===== src/rtl/mac_pkg.sv =====
// Shared state type, width helpers and saturation bounds for the mac_dot_array datapath.
package mac_pkg;

  typedef enum logic [1:0] {
    ACC   = 2'd0,
    DRAIN = 2'd1,
    OUT   = 2'd2
  } mac_state_e;

  // Signed product of two DATA_W+1 operands.
  function automatic int prod_width(input int data_w);
    return 2 * data_w + 2;
  endfunction

  function automatic int tree_width(input int data_w, input int lanes);
    return prod_width(data_w) + $clog2(lanes);
  endfunction

  function automatic logic signed [63:0] sat_max(input int acc_w);
    return (64'sd1 <<< (acc_w - 1)) - 64'sd1;
  endfunction

  function automatic logic signed [63:0] sat_min(input int acc_w);
    return -(64'sd1 <<< (acc_w - 1));
  endfunction

endpackage


===== src/rtl/mac_dot_adder_tree.sv =====
// Signed LANES-input reduction of the stage-1 products, registered as pipeline stage 2.
module mac_dot_adder_tree
  import mac_pkg::*;
#(
  parameter int LANES  = 4,
  parameter int DATA_W = 8
) (
  input  logic                                      clock,
  input  logic                                      reset,
  input  logic [LANES*prod_width(DATA_W)-1:0]       prod_i,
  output logic [tree_width(DATA_W, LANES)-1:0]      sum_o
);

  localparam int PROD_W = prod_width(DATA_W);
  localparam int TREE_W = tree_width(DATA_W, LANES);

  // Heap-ordered tree: leaves at [LANES, 2*LANES-1], root at 1.
  logic [TREE_W-1:0] node [1:2*LANES-1];
  logic [TREE_W-1:0] sum_q;

  always_comb begin
    node = '{default: '0};
    for (int i = 0; i < LANES; i++) begin
      node[LANES+i] = TREE_W'($signed(prod_i[i*PROD_W +: PROD_W]));
    end
    for (int k = LANES - 1; k >= 1; k--) begin
      node[k] = node[2*k] + node[2*k+1];
    end
  end

  always_ff @(posedge clock) begin
    if (!reset) begin
      sum_q <= '0;
    end else begin
      sum_q <= node[1];
    end
  end

  assign sum_o = sum_q;

endmodule


===== src/rtl/mac_dot_array.sv =====
// Multi-lane uint8 x (u)int8 dot-product accumulator: products, adder tree, accumulator.
// Optional feature macro MAC_SATURATE_EN: clamp each accumulate and report out_overflow.
module mac_dot_array
  import mac_pkg::*;
#(
  parameter int LANES  = 4,
  parameter int DATA_W = 8,
  parameter int ACC_W  = 32
) (
  input  logic                    clock,
  input  logic                    reset,
  input  logic                    in_valid,
  output logic                    in_ready,
  input  logic [LANES*DATA_W-1:0] in_data,
  input  logic [LANES*DATA_W-1:0] in_weight,
  input  logic                    weight_signed,
  input  logic                    in_last,
  output logic                    out_valid,
  input  logic                    out_ready,
  output logic [ACC_W-1:0]        out_acc,
  output logic                    out_overflow
);

  localparam int PROD_W = prod_width(DATA_W);
  localparam int TREE_W = tree_width(DATA_W, LANES);

  mac_state_e              state_q;
  logic                    in_ready_q, out_valid_q, first_q;
  logic                    accept;
  logic [LANES*PROD_W-1:0] prod_d, prod_q;
  logic                    s1_valid_q, s1_last_q, s1_first_q;
  logic                    s2_valid_q, s2_last_q, s2_first_q;
  logic                    acc_last_q;
  logic [TREE_W-1:0]       tree_sum;
  logic [ACC_W-1:0]        sum_ext, acc_base, acc_d, acc_q;

  assign accept = in_valid && in_ready_q;

  generate
    for (genvar gi = 0; gi < LANES; gi++) begin : g_lane
      logic [DATA_W:0] act_ext, wgt_ext;
      assign act_ext = {1'b0, in_data[gi*DATA_W +: DATA_W]};
      assign wgt_ext = {weight_signed & in_weight[gi*DATA_W + DATA_W - 1],
                        in_weight[gi*DATA_W +: DATA_W]};
      assign prod_d[gi*PROD_W +: PROD_W] = PROD_W'($signed(act_ext)) * PROD_W'($signed(wgt_ext));
    end
  endgenerate

  // Beat flags travel alongside the data so stage 3 knows where a vector starts and ends.
  always_ff @(posedge clock) begin
    if (!reset) begin
      prod_q     <= '0;
      s1_valid_q <= 1'b0;
      s1_last_q  <= 1'b0;
      s1_first_q <= 1'b0;
      s2_valid_q <= 1'b0;
      s2_last_q  <= 1'b0;
      s2_first_q <= 1'b0;
      acc_last_q <= 1'b0;
    end else begin
      s1_valid_q <= accept;
      if (accept) begin
        prod_q     <= prod_d;
        s1_last_q  <= in_last;
        s1_first_q <= first_q;
      end
      s2_valid_q <= s1_valid_q;
      s2_last_q  <= s1_last_q;
      s2_first_q <= s1_first_q;
      acc_last_q <= s2_valid_q && s2_last_q;
    end
  end

  mac_dot_adder_tree #(
    .LANES  (LANES),
    .DATA_W (DATA_W)
  ) u_tree (
    .clock  (clock),
    .reset  (reset),
    .prod_i (prod_q),
    .sum_o  (tree_sum)
  );

  assign sum_ext  = ACC_W'($signed(tree_sum));
  assign acc_base = s2_first_q ? '0 : acc_q;

`ifdef MAC_SATURATE_EN
  localparam logic [ACC_W-1:0] SAT_MAX = ACC_W'(sat_max(ACC_W));
  localparam logic [ACC_W-1:0] SAT_MIN = ACC_W'(sat_min(ACC_W));

  logic [ACC_W:0] acc_wide;
  logic           clamp;
  logic           ovf_q;

  assign acc_wide = {acc_base[ACC_W-1], acc_base} + {sum_ext[ACC_W-1], sum_ext};
  assign clamp    = acc_wide[ACC_W] != acc_wide[ACC_W-1];
  assign acc_d    = !clamp ? acc_wide[ACC_W-1:0] : (acc_wide[ACC_W] ? SAT_MIN : SAT_MAX);

  always_ff @(posedge clock) begin
    if (!reset) begin
      ovf_q <= 1'b0;
    end else if (s2_valid_q) begin
      ovf_q <= (ovf_q && !s2_first_q) || clamp;
    end
  end

  assign out_overflow = ovf_q;
`else
  assign acc_d        = acc_base + sum_ext;
  assign out_overflow = 1'b0;
`endif

  always_ff @(posedge clock) begin
    if (!reset) begin
      acc_q <= '0;
    end else if (s2_valid_q) begin
      acc_q <= acc_d;
    end
  end

  always_ff @(posedge clock) begin
    if (!reset) begin
      state_q     <= ACC;
      in_ready_q  <= 1'b0;
      out_valid_q <= 1'b0;
      first_q     <= 1'b1;
    end else begin
      case (state_q)
        ACC: begin
          in_ready_q <= 1'b1;
          if (accept) begin
            first_q <= 1'b0;
            if (in_last) begin
              state_q    <= DRAIN;
              in_ready_q <= 1'b0;
            end
          end
        end
        DRAIN: begin
          if (acc_last_q) begin
            state_q     <= OUT;
            out_valid_q <= 1'b1;
          end
        end
        OUT: begin
          if (out_ready) begin
            state_q     <= ACC;
            out_valid_q <= 1'b0;
            in_ready_q  <= 1'b1;
            first_q     <= 1'b1;
          end
        end
        default: state_q <= ACC;
      endcase
    end
  end

  assign in_ready  = in_ready_q;
  assign out_valid = out_valid_q;
  assign out_acc   = acc_q;

endmodule


===== config.mk =====
export PLATFORM = sky130hd
export DESIGN_NAME = mac_dot_array
export DESIGN_NICKNAME = d
export VERILOG_FILES = /design/src/rtl/mac_pkg.sv /design/src/rtl/mac_dot_adder_tree.sv /design/src/rtl/mac_dot_array.sv
export SDC_FILE = /design/constraint.sdc
export NUM_CORES = 1
export LEC_CHECK = 0
export BUFFER_PORTS_ARGS = -buffer_cell sky130_fd_sc_hd__buf_4
export CAP_MARGIN = 40
export CORE_ASPECT_RATIO = 0.7
export CORE_MARGIN = 5
export CORE_UTILIZATION = 50
export DETAILED_ROUTE_END_ITERATION = 10
export GPL_TIMING_DRIVEN = 1
export PLACE_DENSITY = 0.73
export SLEW_MARGIN = 20
export SYNTH_ARGS = -nofsm -noshare
export SYNTH_HDL_FRONTEND = slang
export SYNTH_SLANG_ARGS = --single-unit
export TNS_END_PERCENT = 50

===== constraint.sdc =====
create_clock -name clock -period 13.7 [get_ports clock]
set_clock_uncertainty 0.15 [all_clocks]
set_input_delay 0 -clock clock [delete_from_list [all_inputs] [get_ports clock]]
set_output_delay 0 -clock clock [all_outputs]
set_load 0.1 [all_outputs]

Word level (Yosys, flattened, before mapping)
Index checks and enable logic that the tools add are counted.
W data, S select, Z words.

storage, ports and cells
  output and inout port bits = 35
  register bits after elaboration = 136

cells by class
  eq/ne operators = 6
  bitwise operators = 4
  reduce and logical (&&, ||, !) cells = 9
  $mul = 4
  multiplexer cells = 15
  add/subtract/negate cells = 4

operators by type and width
  operator              count
  $mul A9 B9 Y18        4
  $add A18 B18 Y19      2
  $add A32 B32 Y32      1
  $mux W32              1
  $add A20 B20 Y20      1
  $mux W2               4
  $ne A2 B2 Y1 const B  4
  $mux W1               6
  $pmux W1 S2           3
  $pmux W2 S3           1
  $reduce_and A3 Y1     2
  $and A1 B1 Y1         4
  $reduce_and A4 Y1     1
  $reduce_bool A2 Y1    2
  $eq A2 B1 Y1 const B  1
  $eq A2 B2 Y1 const B  1
  $logic_and A1 B1 Y1   2
  $logic_not A2 Y1      1
  $reduce_and A2 Y1     1

Depth between registers and ports, before layout
  depth in word-level cells = 3
  depth in mapped cells = 21

Hierarchy
A second synthesis with hierarchy kept.

second synthesis, totals
  cell total of the unflattened synthesis = 2201
  area, all modules = 18571.6 um^2

modules (own cells, without submodules)
  module              area an instance (um^2)  seq. area each (um^2)  cells each  times used
  mac_dot_array       15828.9                  2322.2                 1870        1
  mac_dot_adder_tree  2742.6                   400.4                  331         1

Worst setup path after synthesis
Ideal clock, no wire load.

  path type = in2reg
  start = input in_weight[15]
  end = register prod_q[34]
  cell stages on the path = 19
  path buffers = 1
  library setup time = 0.079 ns
  slack = 8.745 ns
  arrival = 4.726 ns
  path through = clkbuf_1 -> nand2_1 -> or2_2 -> fa_1 -> fa_1 -> inv_1 -> fa_1 -> fa_1 -> inv_1 -> fa_1 -> inv_1 -> ha_1 -> inv_1 -> o21ai_0 -> a31oi_1 -> o21ai_0 -> o41ai_1 -> nand4_1 -> o211ai_1

between the ends
  cells in the longest elaborated chain, start to end = 2

RTL lines
  element               RTL line             source
  start, declared       mac_dot_array.sv:15  input logic [LANES*DATA_W-1:0] in_weight,
  $and A1 B1 Y1         mac_dot_array.sv:43  assign wgt_ext = {weight_signed & in_weight[gi*DATA_W + DATA_W - 1],
  $mul A9 B9 Y18 *      mac_dot_array.sv:45  assign prod_d[gi*PROD_W +: PROD_W] = PROD_W'($signed(act_ext)) * PROD_W'($signed(wgt_ext));
  end signal, assigned  mac_dot_array.sv:63  prod_q <= prod_d;
  end, declared         mac_dot_array.sv:30  logic [LANES*PROD_W-1:0] prod_d, prod_q;

Mark *: on every way between the ends. The rest lies on a longest branch, timed or not.
A chain may end at the register's enable or synchronous reset.

Worst setup path in the final report
  start = input in_data[8]
  end = register prod_q[34]

between the ends
  cells in the longest elaborated chain, start to end = 1

RTL lines
  element          RTL line             source
  start, declared  mac_dot_array.sv:14  input logic [LANES*DATA_W-1:0] in_data,
  $mul A9 B9 Y18   mac_dot_array.sv:45

No other way between the ends.

==> out/results.ini <==
[status]
outcome = complete, no violations

[power_and_ir_drop]
p_seq_frac = 0.191
ir_worst_vdd_mv = 0.1044
netSwitchingFraction = 0.4392
p_per_area_nw_per_um2 = 127.6
fin_total_pwr_mw = 2.651
p_leak_nw = 10.57
clkPwrFrac = 0.188
p_sw_mw = 1.164
comb_power_share = 0.621
intPower_mw = 1.487

[job]
maxCapViolCount = 0

[floorplan]
coreArea_sq_um = 37130
die-height_um = 172.1
pin_count = 105
fp.dieArea_sq_um = 41590
initial_core_util = 0.5057
die_x_um = 241.6
row_count = 59

[synthesis]
synthesis.nets = 2765
ys_warn_count = 0
syn-cell-area_sq_um = 18780
async_reset_ff_frac = 0
synth-edff-count = 0
synth_cell_types = 70
ys_ff_latch = 136
ys_seq_area_frac = 0.1450
avgSynthCellArea_sq_um = 8.454
synth_ff_type = dfxtp_1
syn_inst = 2221

[global_routing]
antenna_found_initial = 1
grt.busiest_layer = met2
grt_max_degree = 87
grt_use_met1 = 0.3066
grt_pass1_vias = 15310
grt-ovfl-total = 0
grt_first_pass_wirelength_mm = 74.67
met2_usage = 0.3452
grtUsageTotal = 0.2123
globalRouteMet3Util = 0.02781

[route]
post-route-drc-count = 0
vias = 15300
wl_per_cell_um = 15.65
viasPerCell = 5.463
antenna_left = 0
wl_mm = 43.82
dr.first_iter.drc_count = 1051
drtPass1Iterations = 7

[timing]
period_minus_slack_ns = 5.181
hold_viol = 0
holdWs_ns = 0.03760
final-setup-viol-count = 0
slew_headroom = 0.5267
slew_violations = 0
worstMarginPinSlew_ns = 0.7100
rsz0062_at_grt = no
finalCritPeriodShare = 0.3781
clock.fmax_ghz = 0.1930
fin_tns_setup_ns = 0

[critical_path]
cp-end-kind = flop
start_kind = input port
cp.arrival_ns = 5.37
critPathKind = in2reg
crit_required_ns = 13.89
cp_max_fo = 9

[cells_and_area]
mostFrequentLayoutCells = 298 x ha_1, 272 x inv_1, 269 x nand2_1, 188 x and2_1, 176 x fa_1
mostFrequentLayoutCell = ha_1
syn_to_final_growth_pct = 10.64
drive_gt1_frac = 0.07266
nNetsFinal = 2844
finalInstanceArea_sq_um = 20770
antenna_cells = 0
fin_cells = 2800

[clock_tree]
cts.clk_slew.worst_paths_ns = 0.06
clockBufferDepth = 2
cts_root_buffer = clkbuf_16
cts_made_buffers = 17
ctsResizeCount = 0
cts.sinks = 136
tritoncts = done
clk_latency_ns = 0.43
htree_levels = 4

[placed_design]
port_buffers = 103
place_inst = 2754
dp_hpwl_mm = 35.53
place_area_sq_um = 19980
place_congestion = 0.9301

[worst_hold_path]
hp-class = in2reg

==> cell usage after synthesis (5+ instances only) <==
cell | instances | area, sq um
xnor2_1 | 59 | 516.8
nor3b_1 | 5 | 37.54
nand2_1 | 270 | 1013
a21boi_0 | 37 | 277.8
o21ai_1 | 7 | 35.03
nor3_1 | 30 | 150.1
nand2b_1 | 10 | 62.56
o211ai_1 | 11 | 82.58
or3_1 | 9 | 56.30
clkbuf_1 | 58 | 217.7
o21a_1 | 15 | 112.6
a211o_1 | 5 | 43.79
xor2_1 | 35 | 306.5
a21oi_1 | 88 | 440.4
nor2_1 | 88 | 330.3
ha_1 | 298 | 3729
a41oi_1 | 5 | 43.79
a31oi_1 | 8 | 50.05
o31ai_1 | 9 | 67.56
nor2b_1 | 64 | 400.4
a211oi_1 | 9 | 67.56
mux2i_1 | 20 | 200.2
o311ai_0 | 5 | 43.79
a21o_1 | 45 | 337.8
and2_1 | 189 | 1182
fa_1 | 176 | 3523
o211a_1 | 6 | 60.06
nand3_1 | 53 | 265.3
inv_1 | 272 | 1021
or2_2 | 10 | 62.56
and3_1 | 5 | 31.28
nand4_1 | 12 | 75.07
nand3b_1 | 8 | 60.06
o21bai_1 | 11 | 82.58
dfxtp_1 | 136 | 2723
o21ai_0 | 86 | 430.4
==> metrics by stage <==
stage / utilization / setup slack [ns]
2_1_floorplan: - / 8.745
6_report: 0.5595 / 8.519
5_1_grt: 0.5595 / 8.244
3_5_place_dp: 0.5382 / 8.322
3_3_place_gp: 0.5375 / 8.466
4_1_cts: 0.5595 / 8.544
==> repair_timing <==
item | 4_1_cts | 5_1_grt
hold endpoints to repair | 22 | 0
hold buffers | 15 | 0
setup buffers | 0 | 0
==> path summary, 6_finish.rpt <==
check / start / end / slack, ns / cells past startpoint
worst min register to register: s1_valid_q$_SDFF_PN0_ / s2_valid_q$_SDFF_PN0_ / 0.30 / 1
worst max-delay path: in_data[8] / prod_q[34]$_SDFFE_PN0P_ / 8.52 / 19
worst min-delay path: in_weight[17] / prod_q[37]$_SDFFE_PN0P_ / 0.04 / 5
worst max register to register: prod_q[54]$_SDFFE_PN0P_ / u_tree.sum_o[19]$_SDFF_PN0_ / 9.25 / 18
==> registers in the layout, indices dropped and copies added, names as in the netlist, 2 cells and up <==
| name | flops |
|---|---|
| out_acc | 32 |
| prod_q | 72 |
| state_q | 2 |
| u_tree.sum_o | 20 |
==> worst max-delay path, stage by stage <==
cell           delay, ns
dlygate4sd3_1       0.53
buf_4               0.17
or2_2               0.31
fa_1                0.53
fa_1                0.56
inv_1               0.06
fa_1                0.51
fa_1                0.55
inv_1               0.06
fa_1                0.51
inv_1               0.05
ha_1                0.30
inv_1               0.09
o21ai_0             0.11
a31oi_1             0.24
o21ai_0             0.16
o41ai_1             0.36
nand4_1             0.14
o211ai_1            0.13
==> cells by family after synthesis <==
family | synth area share
buf+inv | 0.06743
xor+xnor | 0.04385
compound gates | 0.1401
simple gates | 0.2065
fa+ha+maj | 0.3862
flops | 0.1450
other cells | 0.0001997
mux | 0.01066
==> power groups by stage <==
stage	registers [mW]	logic [mW]	clock network [mW]
final	0.507	1.65	0.499
after global routing	0.511	1.89	0.522
after CTS	0.505	1.65	0.503
after detailed placement	0.513	1.62	0
after global placement	0.513	1.57	0
after floorplan	0.501	1.25	0
==> final cells by class <==
| class | instances | area, sq um |
|---|---|---|
| clock buffers | 21 | 470.5 |
| clock inverters | 10 | 168.9 |
| fillers | 3352 | 16360 |
| inverters | 272 | 1021 |
| multi-input cells | 1749 | 14790 |
| flip-flops and latches | 136 | 2723 |
| well taps | 488 | 610.6 |
| repair buffers | 124 | 988.4 |
==> per-layer routing <==
layer  share of wire  vias to the layer above
met5         0.00027                        -
met4           0.018                        2
met3           0.051                       65
met2            0.44                      381
met1            0.49                     7301
li1                -                     7548
No activity file was read; power rests on OpenSTA's default activity.
